File: src/rtl/fmul_wb_buffer.sv
// Multiplier result stage: special-case fixup, 2-entry writeback FIFO, sticky flags, retired count.
// Latency: a result pushed at edge N is presented on wb_* after edge N and can be popped at edge N+1.
// Backpressure: in_ready = !full and is registered-only (no path from wb_ready); wb_* hold while stalled.
module fmul_wb_buffer #(
   parameter int DEPTH = 2,   // only 2 is supported: pointers are 1 bit wide
   parameter int CNT_W = 16
) (
   input  logic             clk,
   input  logic             reset,
   input  logic             in_valid,
   output logic             in_ready,
   input  logic [31:0]      in_product,
   input  logic             in_invalid,
   input  logic             in_ovf_dir,
   input  logic             in_zero,
   input  logic [4:0]       in_rd,
   output logic             wb_valid,
   input  logic             wb_ready,
   output logic [31:0]      wb_data,
   output logic [4:0]       wb_rd,
   output logic             flag_ovf,
   output logic             flag_unf,
   input  logic             flag_clr,
   output logic [CNT_W-1:0] retired
);

   localparam logic [1:0] FULL_CNT = 2'(DEPTH);

   logic [31:0]      data_q [2];
   logic [31:0]      data_d [2];
   logic [4:0]       tag_q  [2];
   logic [4:0]       tag_d  [2];
   logic             wr_ptr_q, wr_ptr_d;
   logic             rd_ptr_q, rd_ptr_d;
   logic [1:0]       count_q, count_d;
   logic             flag_ovf_q, flag_ovf_d;
   logic             flag_unf_q, flag_unf_d;
   logic [CNT_W-1:0] retired_q, retired_d;

   logic [31:0]      fix_data;
   logic             fix_ovf;
   logic             fix_unf;
   logic             push;
   logic             pop;

   // Status outputs come straight from state so in_ready never depends on wb_ready.
   assign in_ready = (count_q != FULL_CNT);
   assign wb_valid = (count_q != 2'd0);
   assign wb_data  = wb_valid ? data_q[rd_ptr_q] : 32'd0;
   assign wb_rd    = wb_valid ? tag_q[rd_ptr_q]  : 5'd0;
   assign flag_ovf = flag_ovf_q;
   assign flag_unf = flag_unf_q;
   assign retired  = retired_q;

   assign push = in_valid && in_ready;
   assign pop  = wb_valid && wb_ready;

   // Special-case fixup; a zero operand masks any exponent range error and raises no flag.
   always_comb begin
      fix_data = in_product;
      fix_ovf  = 1'b0;
      fix_unf  = 1'b0;
      if (in_zero) begin
         fix_data = {in_product[31], 31'b0};
      end else if (in_invalid) begin
         if (in_ovf_dir) begin
            fix_data = {in_product[31], 8'hFF, 23'b0};
            fix_ovf  = 1'b1;
         end else begin
            fix_data = {in_product[31], 31'b0};
            fix_unf  = 1'b1;
         end
      end
   end

   // Next-state for FIFO storage, pointers, occupancy, sticky flags and retired counter.
   always_comb begin
      data_d     = data_q;
      tag_d      = tag_q;
      wr_ptr_d   = wr_ptr_q;
      rd_ptr_d   = rd_ptr_q;
      count_d    = count_q;
      flag_ovf_d = flag_ovf_q;
      flag_unf_d = flag_unf_q;
      retired_d  = retired_q;

      if (push) begin
         data_d[wr_ptr_q] = fix_data;
         tag_d[wr_ptr_q]  = in_rd;
         wr_ptr_d         = ~wr_ptr_q;
      end
      if (pop) begin
         rd_ptr_d  = ~rd_ptr_q;
         retired_d = retired_q + CNT_W'(1);
      end

      case ({push, pop})
         2'b10:   count_d = count_q + 2'd1;
         2'b01:   count_d = count_q - 2'd1;
         default: count_d = count_q;
      endcase

      // Clear first so a same-cycle set overrides it.
      if (flag_clr) begin
         flag_ovf_d = 1'b0;
         flag_unf_d = 1'b0;
      end
      if (push && fix_ovf) flag_ovf_d = 1'b1;
      if (push && fix_unf) flag_unf_d = 1'b1;
   end

   // State registers; reset discards queued entries immediately.
   always_ff @(posedge clk or posedge reset) begin
      if (reset) begin
         data_q[0]  <= 32'd0;
         data_q[1]  <= 32'd0;
         tag_q[0]   <= 5'd0;
         tag_q[1]   <= 5'd0;
         wr_ptr_q   <= 1'b0;
         rd_ptr_q   <= 1'b0;
         count_q    <= 2'd0;
         flag_ovf_q <= 1'b0;
         flag_unf_q <= 1'b0;
         retired_q  <= '0;
      end else begin
         data_q     <= data_d;
         tag_q      <= tag_d;
         wr_ptr_q   <= wr_ptr_d;
         rd_ptr_q   <= rd_ptr_d;
         count_q    <= count_d;
         flag_ovf_q <= flag_ovf_d;
         flag_unf_q <= flag_unf_d;
         retired_q  <= retired_d;
      end
   end

endmodule

File: config.mk
export PLATFORM = sky130hd
export DESIGN_NAME = fmul_wb_buffer
export DESIGN_NICKNAME = d
export VERILOG_FILES = /design/src/rtl/fmul_wb_buffer.sv
export SDC_FILE = /design/constraint.sdc
export NUM_CORES = 1
export LEC_CHECK = 0
export ABC_CLOCK_PERIOD_IN_PS = 3400
export CAP_MARGIN = 20
export CORE_MARGIN = 3
export CORE_UTILIZATION = 45
export CTS_BUF_LIST = sky130_fd_sc_hd__clkbuf_16
export DETAILED_ROUTE_END_ITERATION = 7
export GPL_TIMING_DRIVEN = 1
export PLACE_DENSITY = 0.76
export SETUP_SLACK_MARGIN = 0.5
export SYNTH_ARGS = -nofsm -noshare
export SYNTH_HDL_FRONTEND = slang
export SYNTH_SLANG_ARGS = --single-unit
File: constraint.sdc
create_clock -name clk -period 3.4 [get_ports clk]
set_clock_uncertainty 0.05 [all_clocks]
set_input_delay 0.68 -clock clk [delete_from_list [all_inputs] [get_ports clk]]
set_output_delay 0.68 -clock clk [all_outputs]
set_load 0.005 [all_outputs]
==> results.sh <==
export IMPL_grt_start_max_net_pins=97
export IMPL_yosysUniqueCellTypes=27
export IMPL_drc=0
export IMPL_status="completed"
export IMPL_ys_seq_area_share_pct=55.2
export IMPL_drive_above_1_share_pct=11.6
export IMPL_fmax_mhz=365
export IMPL_die_height_microns=104
export IMPL_h_tree_depth=3
export IMPL_place_inst=636
export IMPL_ys_seq_elements=96
export IMPL_slowest_stage="dfrtp_1"
export IMPL_vias=3267
export IMPL_hp_class="flip-flop to flip-flop"
export IMPL_antenna_left=0
export IMPL_cap_violations=0
export IMPL_cts_buffer_depth=2
export IMPL_cp_arrival_ns=2.01
export IMPL_startpoint_type="flip-flop"
export IMPL_critPathMaxFanout=35
export IMPL_first_iter_violations=95
export IMPL_drt_first_pass_iters=4
export IMPL_vdd_drop_max_mv=0.420
export IMPL_cp_slowest_stage_delay_ns=0.47
export IMPL_io_buffers=101
export IMPL_worst_pin_slew_ns=0.804
export IMPL_report_power_total_mw=4.90
export IMPL_synth_avg_cell_area_sq_um=10.3
export IMPL_maxSlewViolCount=0
export IMPL_wl_met2_microns=4650
export IMPL_setup_viol=0
export IMPL_fin_crit_sh_pct=80.5
export IMPL_path_class="flip-flop to output port"
export IMPL_via_per_inst=5.00
export IMPL_numCtsBuffers=9
export IMPL_grt_usage_pct=18.2
export IMPL_cts_tree="yes"
export IMPL_cts_sinks=96
export IMPL_nets=566
export IMPL_overflow=0
export IMPL_clock_latency_ns=0.33
export IMPL_end_kind="output port"
export IMPL_required_ns=2.67
export IMPL_grt_pass1_vias=3414
export IMPL_synthesis_nets=469
export IMPL_core_area_sq_um=9330
export IMPL_routedWlPerCell_microns=14.7
export IMPL_power_leakage_nw=2.66
export IMPL_fp_dieW_microns=104
export IMPL_antenna_cells=0
export IMPL_wl_met1_microns=4260
export IMPL_routed_wl_microns=9580
export IMPL_top_layer="met4"
export IMPL_start_util_pct=46.7
export IMPL_num_rows=35
export IMPL_dieArea_sq_um=10900
export IMPL_yosys_warnings=0
export IMPL_grt_pass1_wl_microns=16300
export IMPL_gp_congestion=0.762
export IMPL_area_growth_pct=35.0
export IMPL_period_needed_ns=2.74
export IMPL_power_density_nw_per_um2=834
export IMPL_synthesis_area_sq_um=4350
export IMPL_antenna_found_initial=0
export IMPL_finalHoldViolCount=0
export IMPL_stdcell_count=653
export IMPL_setup_tns_ns=0
export IMPL_path_clk_slew_ns=0.07
export IMPL_hpwl_microns=6400
export IMPL_netlist_instances=422
export IMPL_hold_ws_ns=0.419
export IMPL_io_pins=102
export IMPL_maxSlewHeadroom_pct=46.3
export IMPL_wl_met3_microns=544
export IMPL_rsz0062_at_grt="no"
export IMPL_root_buffer="clkbuf_16"
export IMPL_path_cells="nor2_4 > buf_4 > nor2_1 > clkdlybuf4s50_1"
==> routing by layer <==
metal	global-route usage (%)	vias to the layer above
li1	-	1592
met1	23.9	1571
met4	5.98	0
met3	3.60	10
met5	0	-
met2	30.2	94
==> worst max-delay path: cells and delay by family (launching register included) <==
kind                   cells  cell delay [ns]
DFF                        1             0.47
buffers and inverters      2             0.86
and+or+nand+nor            2             0.31
==> what timing repair did <==
action,CTS,global route
setup buffers,0,1
hold buffers,0,0
setup endpoints to repair,19,2
gates resized for setup,1,0
==> layout by cell type (no fill, tap or decap), types with 5 or more instances in the layout <==
cell type / n
a21oi_1: 8
buf_4: 6
clkbuf_16: 9
clkdlybuf4s50_1: 101
dfrtp_1: 95
inv_1: 8
mux2_2: 27
mux2i_1: 37
nand2_1: 86
nand2b_1: 8
nor2_1: 41
o21ai_0: 47
xnor2_1: 14
xor2_1: 5
==> synthesized netlist by cell type <==
| cell | instances | share of area [%] |
|---|---|---|
| mux2i_1 | 37 | 8.5 |
| xor2_1 | 5 | 1.0 |
| o21ai_0 | 47 | 5.4 |
| nand3_2 | 1 | 0.23 |
| nor3_1 | 1 | 0.11 |
| a21oi_1 | 8 | 0.92 |
| nand2b_2 | 1 | 0.20 |
| xnor2_1 | 14 | 2.8 |
| or2_2 | 2 | 0.29 |
| nand2b_1 | 8 | 1.1 |
| nand3b_2 | 1 | 0.26 |
| inv_1 | 7 | 0.60 |
| ha_1 | 2 | 0.57 |
| nor2_1 | 43 | 3.7 |
| mux2_1 | 1 | 0.26 |
| nand4_1 | 3 | 0.43 |
| clkbuf_1 | 17 | 1.5 |
| o211ai_2 | 1 | 0.29 |
| and3_1 | 1 | 0.14 |
| buf_2 | 7 | 0.80 |
| dfrtp_1 | 96 | 55 |
| nand3_1 | 3 | 0.34 |
| nand2_1 | 86 | 7.4 |
| nor4_4 | 1 | 0.49 |
| mux2_2 | 27 | 7.0 |
| or4b_1 | 1 | 0.23 |
| o32ai_1 | 1 | 0.20 |
==> cell type report <==
class | instances | area [sq um]
Inverter | 7 | 30.0
Clock buffer | 9 | 225
Tap cell | 129 | 161
Sequential cell | 96 | 2410
Clock inverter | 7 | 113
Timing Repair Buffer | 110 | 1110
Multi-Input combinational cell | 295 | 1840
Fill cell | 790 | 3450
==> state kept, by name (all words and copies together) (netlist names) <==
register / count
wr_ptr_q: 1
tag_q: 10
rd_ptr_q: 1
flag_unf: 1
flag_ovf: 1
count_q: 2
retired: 16
data_q: 64
==> report_power, final <==
| part | leakage [nW] | internal (mW) | switching [mW] |
|---|---|---|---|
| Combinational | 1.23 | 1.06 | 0.853 |
| Sequential | 1.26 | 1.56 | 0.297 |
| Clock | 0.164 | 0.713 | 0.410 |
| Total | 2.66 | 3.34 | 1.56 |
==> logic make-up (layout without fill, tap and decap cells) <==
family	Yosys count	count (layout)	synth area share [%]
muxes	65	65	15.7
adders and majority gates	2	2	0.575
DFF	96	96	55.2
xor gates and xnor gates	19	19	3.82
and+or+nand+nor	152	152	15.0
AOI/OAI and AO/OA	57	57	6.81
buffers and inverters	31	133	2.87
==> per-stage QoR <==
stage | util, % | area, sq um | worst slack (ns)
after global placement | 59.3 | 5530 | 0.745
after CTS | 62.9 | 5870 | 0.549
after detailed placement | 59.3 | 5530 | 0.759
after floorplan | - | 4360 | 1.46
final | 63.0 | 5880 | 0.663
after global routing | 63.0 | 5880 | 0.596
==> worst paths after layout <==
| path | startpoint | endpoint | slack, ns | cells after the start |
|---|---|---|---|---|
| worst min-delay path | retired[15]$_DFFE_PP0P_ | retired[15]$_DFFE_PP0P_ | 0.42 | 1 |
| max in group asynchronous | reset | rd_ptr_q$_DFFE_PP0P_ | 2.09 | 3 |
| worst min register to register | retired[15]$_DFFE_PP0P_ | retired[15]$_DFFE_PP0P_ | 0.42 | 1 |
| worst max-delay path | count_q[0]$_DFFE_PP0P_ | wb_data[23] | 0.66 | 4 |
| min in group asynchronous | reset | data_q[31]$_DFFE_PP0P_ | 0.80 | 3 |
| worst max register to register | count_q[0]$_DFFE_PP0P_ | data_q[7]$_DFFE_PP0P_ | 1.28 | 5 |
Note: power is estimated with default switching activity, not from simulation.
